$ cat config.mk
export PLATFORM = sky130hd
export DESIGN_NAME = data_bus_demux
export DESIGN_NICKNAME = d
export VERILOG_FILES = /design/src/rtl/soc_bus_pkg.sv /design/src/rtl/bus_resp_fifo.sv /design/src/rtl/data_bus_demux.sv
export SDC_FILE = /design/constraint.sdc
export NUM_CORES = 1
export LEC_CHECK = 0
export BUFFER_PORTS_ARGS = -buffer_cell sky130_fd_sc_hd__buf_4
export CAP_MARGIN = 20
export CORE_AREA = 2 2 123 125
export DETAILED_ROUTE_END_ITERATION = 10
export DIE_AREA = 0 0 125 127
export PLACE_DENSITY_LB_ADDON = 0.05
export SETUP_SLACK_MARGIN = 0.02
export SYNTH_ARGS = -nofsm -noshare
export SYNTH_HDL_FRONTEND = slang
export SYNTH_SLANG_ARGS = --single-unit
$ cat constraint.sdc
create_clock -name clk -period 2.4 [get_ports clk]
set_clock_uncertainty 0.1 [all_clocks]
set_input_delay 0.48 -clock clk [delete_from_list [all_inputs] [get_ports clk]]
set_output_delay 0.48 -clock clk [all_outputs]
set_load 0.03 [all_outputs]
$ cat src/rtl/soc_bus_pkg.sv
// soc_bus_pkg: shared types and default address map for the data bus demux.
//   target_e  - response-tracking target ID (RAM / PERI / ERR), 2 bits
//   bus_req_t - core request payload forwarded unchanged to every target
//   DEF_*     - default region base/mask constants
package soc_bus_pkg;

  typedef enum logic [1:0] {
    TGT_RAM  = 2'd0,
    TGT_PERI = 2'd1,
    TGT_ERR  = 2'd2
  } target_e;

  typedef struct packed {
    logic [31:0] addr;
    logic        we;
    logic [3:0]  be;
    logic [31:0] wdata;
  } bus_req_t;

  localparam logic [31:0] DEF_RAM_BASE  = 32'h0000_0000;
  localparam logic [31:0] DEF_RAM_MASK  = 32'hFFF0_0000;
  localparam logic [31:0] DEF_PERI_BASE = 32'h1A10_0000;
  localparam logic [31:0] DEF_PERI_MASK = 32'hFFF0_0000;

endpackage

$ cat src/rtl/bus_resp_fifo.sv
// bus_resp_fifo: small FIFO tracking the target of every outstanding request.
//   clk, rst_n  - clock, async active-low reset (empties the FIFO)
//   push, din   - write din at the tail (ignored when full)
//   pop         - drop the head entry (ignored when empty)
//   full, empty - derived from the registered occupancy
//   head        - oldest entry (valid when !empty)
//   tail        - most recently pushed entry (valid when !empty)
module bus_resp_fifo #(
  parameter int DEPTH = 2,
  parameter int W     = 2
) (
  input  logic         clk,
  input  logic         rst_n,
  input  logic         push,
  input  logic [W-1:0] din,
  input  logic         pop,
  output logic         full,
  output logic         empty,
  output logic [W-1:0] head,
  output logic [W-1:0] tail
);

  localparam int PW = (DEPTH > 1) ? $clog2(DEPTH) : 1;
  localparam int CW = $clog2(DEPTH + 1);

  logic [DEPTH-1:0][W-1:0] mem;
  logic [PW-1:0]           wr_ptr, rd_ptr;
  logic [CW-1:0]           cnt;
  logic                    do_push, do_pop;

  // Pointers wrap at DEPTH, which need not be a power of two.
  function automatic logic [PW-1:0] nxt(input logic [PW-1:0] p);
    return (p == PW'(DEPTH - 1)) ? '0 : p + 1'b1;
  endfunction

  assign full    = (cnt == CW'(DEPTH));
  assign empty   = (cnt == '0);
  assign do_push = push & ~full;
  assign do_pop  = pop & ~empty;
  assign head    = mem[rd_ptr];

  always_ff @(posedge clk or negedge rst_n) begin
    if (!rst_n) begin
      mem    <= '0;
      wr_ptr <= '0;
      rd_ptr <= '0;
      cnt    <= '0;
      tail   <= '0;
    end else begin
      if (do_push) begin
        mem[wr_ptr] <= din;
        wr_ptr      <= nxt(wr_ptr);
        tail        <= din;
      end
      if (do_pop) rd_ptr <= nxt(rd_ptr);
      case ({do_push, do_pop})
        2'b10:   cnt <= cnt + 1'b1;
        2'b01:   cnt <= cnt - 1'b1;
        default: cnt <= cnt;
      endcase
    end
  end

endmodule

$ cat src/rtl/data_bus_demux.sv
// data_bus_demux: routes one core data port to a RAM or peripheral target by
// address, answers unmapped addresses with an error response, and returns
// responses in request order using a target-tracking FIFO.
//   clk, rst_n          - clock, async active-low reset
//   core_*              - core request / grant / response
//   ram_*               - RAM target request and handshake
//   peri_*              - peripheral target request and handshake
//   order_err_o         - sticky: a response arrived that did not match the head
// MAX_OUTST must be in 1..4.
module data_bus_demux
  import soc_bus_pkg::*;
#(
  parameter logic [31:0] RAM_BASE  = DEF_RAM_BASE,
  parameter logic [31:0] RAM_MASK  = DEF_RAM_MASK,
  parameter logic [31:0] PERI_BASE = DEF_PERI_BASE,
  parameter logic [31:0] PERI_MASK = DEF_PERI_MASK,
  parameter int          MAX_OUTST = 2
) (
  input  logic        clk,
  input  logic        rst_n,
  input  logic        core_req_i,
  input  logic [31:0] core_addr_i,
  input  logic        core_we_i,
  input  logic [3:0]  core_be_i,
  input  logic [31:0] core_wdata_i,
  output logic        core_gnt_o,
  output logic        core_rvalid_o,
  output logic [31:0] core_rdata_o,
  output logic        core_err_o,
  output logic        ram_req_o,
  output logic [31:0] ram_addr_o,
  output logic        ram_we_o,
  output logic [3:0]  ram_be_o,
  output logic [31:0] ram_wdata_o,
  input  logic        ram_gnt_i,
  input  logic        ram_rvalid_i,
  input  logic [31:0] ram_rdata_i,
  output logic        peri_req_o,
  output logic [31:0] peri_addr_o,
  output logic        peri_write_o,
  output logic [3:0]  peri_be_o,
  output logic [31:0] peri_wdata_o,
  input  logic        peri_gnt_i,
  input  logic        peri_rvalid_i,
  input  logic [31:0] peri_rdata_i,
  output logic        order_err_o
);

  bus_req_t   req;
  target_e    tgt, head_tgt, tail_tgt;
  logic [1:0] tgt_bits, head_bits, tail_bits;
  logic       fifo_full, fifo_empty, blocked, fwd, pop;

  // Request payload fans out to both targets untouched.
  assign req          = '{addr: core_addr_i, we: core_we_i, be: core_be_i, wdata: core_wdata_i};
  assign ram_addr_o   = req.addr;
  assign ram_we_o     = req.we;
  assign ram_be_o     = req.be;
  assign ram_wdata_o  = req.wdata;
  assign peri_addr_o  = req.addr;
  assign peri_write_o = req.we;
  assign peri_be_o    = req.be;
  assign peri_wdata_o = req.wdata;

  always_comb begin
    if ((core_addr_i & RAM_MASK) == RAM_BASE)        tgt = TGT_RAM;
    else if ((core_addr_i & PERI_MASK) == PERI_BASE) tgt = TGT_PERI;
    else                                             tgt = TGT_ERR;
  end

  assign tgt_bits = tgt;
  assign head_tgt = target_e'(head_bits);
  assign tail_tgt = target_e'(tail_bits);

  // Only one target may own the outstanding set at a time, so responses from
  // different targets can never reorder. Full uses registered occupancy, so a
  // same-cycle pop does not free a slot early.
  assign blocked = fifo_full | (~fifo_empty & (tail_tgt != tgt));
  // Outputs are forced low while reset is held, even with core_req_i high.
  assign fwd     = rst_n & core_req_i & ~blocked;

  assign ram_req_o  = fwd & (tgt == TGT_RAM);
  assign peri_req_o = fwd & (tgt == TGT_PERI);

  always_comb begin
    core_gnt_o = 1'b0;
    if (fwd) begin
      case (tgt)
        TGT_RAM:  core_gnt_o = ram_gnt_i;
        TGT_PERI: core_gnt_o = peri_gnt_i;
        default:  core_gnt_o = 1'b1;
      endcase
    end
  end

  // Response steering by FIFO head. An ERR head answers immediately.
  always_comb begin
    core_rvalid_o = 1'b0;
    core_rdata_o  = 32'h0;
    core_err_o    = 1'b0;
    if (rst_n && !fifo_empty) begin
      case (head_tgt)
        TGT_RAM: begin
          core_rvalid_o = ram_rvalid_i;
          core_rdata_o  = ram_rvalid_i ? ram_rdata_i : 32'h0;
        end
        TGT_PERI: begin
          core_rvalid_o = peri_rvalid_i;
          core_rdata_o  = peri_rvalid_i ? peri_rdata_i : 32'h0;
        end
        default: begin
          core_rvalid_o = 1'b1;
          core_err_o    = 1'b1;
        end
      endcase
    end
  end

  assign pop = core_rvalid_o;

  bus_resp_fifo #(
    .DEPTH (MAX_OUTST),
    .W     (2)
  ) u_fifo (
    .clk   (clk),
    .rst_n (rst_n),
    .push  (core_gnt_o),
    .din   (tgt_bits),
    .pop   (pop),
    .full  (fifo_full),
    .empty (fifo_empty),
    .head  (head_bits),
    .tail  (tail_bits)
  );

  // A target response that is not owed to the head is dropped and flagged.
  always_ff @(posedge clk or negedge rst_n) begin
    if (!rst_n) begin
      order_err_o <= 1'b0;
    end else if ((ram_rvalid_i  && (fifo_empty || head_tgt != TGT_RAM)) ||
                 (peri_rvalid_i && (fifo_empty || head_tgt != TGT_PERI))) begin
      order_err_o <= 1'b1;
    end
  end

endmodule

# After elaboration in Yosys (flattened, before gate mapping)
# Index checks and enable logic that the tools add are counted.
# W data, S select, Z words.
dict set report classes {
  n_reduce_logical 15
  mux 20
  n_addsub 4
  bitwise 11
  magnitude_cmp 3
  eq_ne 8
}
# operator n
set ops {}
lappend ops {{$mux W32} 3}
lappend ops {{$pmux W32 S2} 1}
lappend ops {{$logic_not A32 Y1} 1}
lappend ops {{$eq A12 B9 Y1 const B} 1}
lappend ops {{$mux W2} 5}
lappend ops {{$and A1 B1 Y1} 7}
lappend ops {{$eq A2 B1 Y1 const B} 3}
lappend ops {{$logic_not A2 Y1} 3}
lappend ops {{$mux W1} 6}
lappend ops {{$bwmux W4} 1}
lappend ops {{$eq A2 B2 Y1 const B} 2}
lappend ops {{$logic_and A1 B1 Y1} 4}
lappend ops {{$lt A1 B2 Y1 const B} 2}
lappend ops {{$pmux W1 S2} 2}
lappend ops {{$pmux W2 S2} 1}
lappend ops {{$reduce_bool A2 Y1} 2}
lappend ops {{$logic_or A1 B1 Y1} 3}
lappend ops {{$not A1 Y1} 3}
lappend ops {{$add A1 B1 Y1 const B} 2}
lappend ops {{$add A2 B1 Y2 const B} 1}
lappend ops {{$demux W2 S1} 1}
lappend ops {{$ne A2 B1 Y1 const B} 1}
lappend ops {{$ne A2 B2 Y1} 1}
lappend ops {{$reduce_or A2 Y1} 1}
lappend ops {{4 further kinds} 4}
dict set report totals {
  ff_bits 11
  wordCells 68
  output_inout_bits 176
}

# Depth between registers and ports, before layout
dict set report depth {
  depth_word 12
  depth_mapped 9
  mapped_depth_nobuf 9
}

# By module
# A second synthesis with hierarchy kept.
dict set report unflattened {
  cells_unflattened 278
  hier_area_um2 2143.3
}
# mod cells_each seq_area_each_um2 n_inst area_per_inst_um2
set by_module_without_submodules {}
lappend by_module_without_submodules {data_bus_demux 246 25.0 1 1677.9}
lappend by_module_without_submodules {bus_resp_fifo 32 250.2 1 465.4}

# Worst setup path before layout
# No wires, ideal clock.
dict set report synth_path {
  path_kind {input-to-output}
  start {input core_addr_i[20]}
  end {output peri_req_o}
  cell_stages 5
  t_arrival_ns 1.948
  path_buffers 0
  slack_ns -0.128
  path_cell_list {nor4_1 > o211a_4 > xor2_2 > a31oi_1 > nor3_1}
}
dict set report synth_between {
  elab_chain_cells 9
  word_cells_on_any_way 11
}
# item line
set synth_rtl {}
lappend synth_rtl {{start: declaration} data_bus_demux.sv:22} ;# input logic [31:0] core_addr_i,
lappend synth_rtl {{$eq A12 B9 Y1} data_bus_demux.sv:67} ;# else if ((core_addr_i & PERI_MASK) == PERI_BASE) tgt = TGT_PERI;
lappend synth_rtl {{$mux W2} data_bus_demux.sv:67}
lappend synth_rtl {{$mux W2 (*)} data_bus_demux.sv:66} ;# if ((core_addr_i & RAM_MASK) == RAM_BASE) tgt = TGT_RAM;
lappend synth_rtl {{$ne A2 B2 Y1} data_bus_demux.sv:78} ;# assign blocked = fifo_full | (~fifo_empty & (tail_tgt != tgt));
lappend synth_rtl {{$and A1 B1 Y1} data_bus_demux.sv:78}
lappend synth_rtl {{$or A1 B1 Y1} data_bus_demux.sv:78}
lappend synth_rtl {{$not A1 Y1} data_bus_demux.sv:80} ;# assign fwd = rst_n & core_req_i & ~blocked;
lappend synth_rtl {{$and A1 B1 Y1} data_bus_demux.sv:80}
lappend synth_rtl {{$and A1 B1 Y1 (*)} data_bus_demux.sv:83} ;# assign peri_req_o = fwd & (tgt == TGT_PERI);
lappend synth_rtl {{end: declaration} data_bus_demux.sv:38} ;# output logic peri_req_o,
# Every way passes the cells marked *; elsewhere a longest branch is shown, timed or not.

# Worst setup path in the final report
dict set report layout_path {
  start {register u_fifo.rd_ptr}
  end {output core_rdata_o[7]}
}
dict set report layout_between {
  elab_chain_cells 5
  word_cells_on_any_way 6
}
# item line
set layout_rtl {}
lappend layout_rtl {{start: declaration} bus_resp_fifo.sv:27} ;# logic [PW-1:0] wr_ptr, rd_ptr;
lappend layout_rtl {{start signal: assignment} bus_resp_fifo.sv:55} ;# if (do_pop) rd_ptr <= nxt(rd_ptr);
lappend layout_rtl {{$mux W2 (implied by the code) (*) (2 in series)} bus_resp_fifo.sv:40} ;# assign head = mem[rd_ptr];
lappend layout_rtl {{$eq A2 B1 Y1 / $logic_not A2 Y1 (equally long branches)} data_bus_demux.sv:102} ;# case (head_tgt)
lappend layout_rtl {{$pmux W32 S2 (*)} data_bus_demux.sv:102}
lappend layout_rtl {{$mux W32 (*)} data_bus_demux.sv:101} ;# if (rst_n && !fifo_empty) begin
lappend layout_rtl {{end: declaration} data_bus_demux.sv:28} ;# output logic [31:0] core_rdata_o,
# Every way passes the cells marked *; elsewhere a longest branch is shown, timed or not. The select of a mux whose other input is x is not followed.

==> impl_metrics.toml <==
[worst_setup_path]
r2r_cells = 7
start_kind = "register"
cp_data_arrival_time_ns = 1.89
cp_max_fo = 8
rrSetupSlack_ns = 0.24
path_class = "register to output port"
cp-end-kind = "output port"
worstPathRequired_ns = 1.82

[grt]
grt_pass1_vias = 1989
grt_pass1_wl_um = 12560
antenna_found_initial = 0
grt_max_degree = 28
gr-total-overflow = 0
grt_usage_pct = 10.15

[detailed_routing]
wl_um = 8908
drcViolationCount = 0
dr.pass1.iters = 4
routed_via_density = 3.783
vias = 1903
drt_iter0_drc = 51
antenna_left = 0
wire_per_inst_um = 17.71

[clock_network]
root_buffer = "clkbuf_16"
clk_pin_slew_ns = 0.04
clock_path_buffers = 2
cts_tree = "done"
clock_latency_ns = 0.24
cts.sinks = 11
htree_levels = 1
cts-buffers-inserted = 3

[job]
max_cap_viol_count = 0

[layout]
finalNetCount = 461
area_delta_synth_final_pct = 53.85
num_antenna_cells = 0
drive_gt1_share_pct = 81.82
fillers = 1587

[synth]
synth_cell_type_count = 36
synth_async_sr_flop_share_pct = 100.0
synth_nets = 425
yosysMostFrequentCell = "buf_4"
syn_inst = 284
avgSynthCellArea_sq_um = 7.675
syn_area_sq_um = 2180
synth_top_cell_by_area = "buf_4"
seq_area_frac_synth_pct = 12.63
synth_top_area_share_pct = 47.53
synth_edf_count = 0
synth_top_cells_by_count = "buf_4, nor2_1, a22oi_1"
ys_ff_latch = 11
ys.flop_type = "dfrtp_1"
ys_top_cells_by_area = "buf_4, dfrtp_1, a22oi_1, nor2_1, nor4_4"
yosysWarnings = 0

[die]
die_x_um = 125
die_area_sq_um = 15880
fp.coreArea_sq_um = 14420
rows = 44
start_util_pct = 15.11
pin_count = 316
die_h_um = 127

[sta]
slew_viol_final = 0
holdWs_ns = 0.1090
min_period_ns = 2.469
rsz0062_at_grt = "yes"
hold_viol = 0
max_freq_mhz = 405.0
tightestPinTransition_ns = 0.4302
fin_crit_sh_pct = 102.9
final.setup.worst_slack_ns = -0.06899
setup_viol = 35
fin_tns_setup_ns = -1.240
slew-limit-headroom_pct = 71.32

[placed_design]
io_buffers = 144
place.gp.congestion = 0.6822
dp_hpwl_um = 6667
preCtsSetupSlack_ns = -0.1191

[power]
irDropWorstVdd_mv = 0.4342
power_density_nw_per_um2 = 717.1
power_leakage_nw = 1.444

[status]
status = "complete, but fails checks"
failed_checks = "negative setup slack"

[worst_hold_path]
hold_path_class = "input port to asynchronous set/reset pin"
-- cell type report --
type / count / area [sq um] / area share, %
Clock buffer: 4 / 78.83 / 2.351
Inverter: 4 / 15.01 / 0.4478
Multi-Input combinational cell: 119 / 1100 / 32.80
Sequential cell: 11 / 275.3 / 8.209
Tap cell: 184 / 230.2 / 6.866
Timing Repair Buffer: 181 / 1654 / 49.33
-- stage by stage --
step	std cells	utilization (%)	instance area [sq um]	power [mW]
after global routing	503	23.25	3353	2.571
after floorplan	284	-	2260	1.486
after CTS	497	21.38	3084	2.265
final	503	23.25	3353	2.405
after detailed placement	483	18.63	2688	1.666
after global placement	483	18.63	2688	1.673
-- layer usage --
layer	share of wire [%]	vias to the layer above	track usage, %
met3	9.6	14	4.020
met5	0	-	0
met2	54	150	18.57
met1	35	850	11.05
li1	-	889	-
met4	2.2	0	2.353
-- worst paths after layout --
kind,startpoint,end
worst max-delay path,u_fifo.rd_ptr,core_rdata_o[7]
worst min-delay path,rst_n,u_fifo.cnt[1]
worst max register to register,u_fifo.rd_ptr,u_fifo.cnt[1]
worst min register to register,u_fifo.mem[0],u_fifo.mem[0]
max in group asynchronous,rst_n,u_fifo.tail[1]
min in group clk,u_fifo.mem[0],u_fifo.mem[0]
-- kinds of logic after synthesis --
kind of cell    share of synthesized area [%]
buf+inv                                 50.69
flops                                   12.63
xor+xnor                                3.502
mux                                     1.894
compound gates                          16.94
simple gates                            13.78
fa+ha+maj                              0.5740
-- state kept, by name, summed over array words and instances (netlist names) --
| name | cells |
|---|---|
| u_fifo.rd_ptr | 1 |
| u_fifo.wr_ptr | 1 |
| u_fifo.tail | 2 |
| order_err_o | 1 |
| u_fifo.mem | 4 |
| u_fifo.cnt | 2 |
-- power by group --
group | switching, mW | internal, mW | leakage (nW)
Sequential | 0.108 | 0.252 | 0.133
Combinational | 0.872 | 0.864 | 1.27
Clock | 0.0846 | 0.223 | 0.0382
Total | 1.06 | 1.34 | 1.44
-- cells in the final DEF, fill, tap and decap left out, types with 3 or more instances in the layout --
cell | netlist | layout
nand2_1 | 4 | 3
nor2_1 | 38 | 7
buf_16 | 0 | 3
nor2_2 | 0 | 30
buf_6 | 0 | 36
a22oi_1 | 32 | 7
buf_4 | 138 | 134
a22oi_2 | 0 | 25
dfrtp_1 | 11 | 11
nor4_4 | 2 | 3
xnor2_1 | 3 | 3
a21oi_1 | 4 | 4
clkbuf_16 | 0 | 6
buf_12 | 0 | 3
-- what timing repair did --
item / CTS / global route
pin swaps: 4 / 48
endpoints found under the hold margin: 2 / 0
gates cloned: 3 / 3
endpoints found under the setup margin: 35 / 36
resized for setup: 53 / 32
hold buffers: 1 / 0
buffers inserted: 6 / 3
-- critical path, cell delays in order, from the launching register on --
cell	delay [ns]
dfrtp_1	0.41
mux2_4	0.35
nor2_4	0.11
and2_4	0.24
clkbuf_16	0.19
a22oi_2	0.08
nor2_2	0.12
buf_6	0.14
Power figures use the tool's default switching activity.
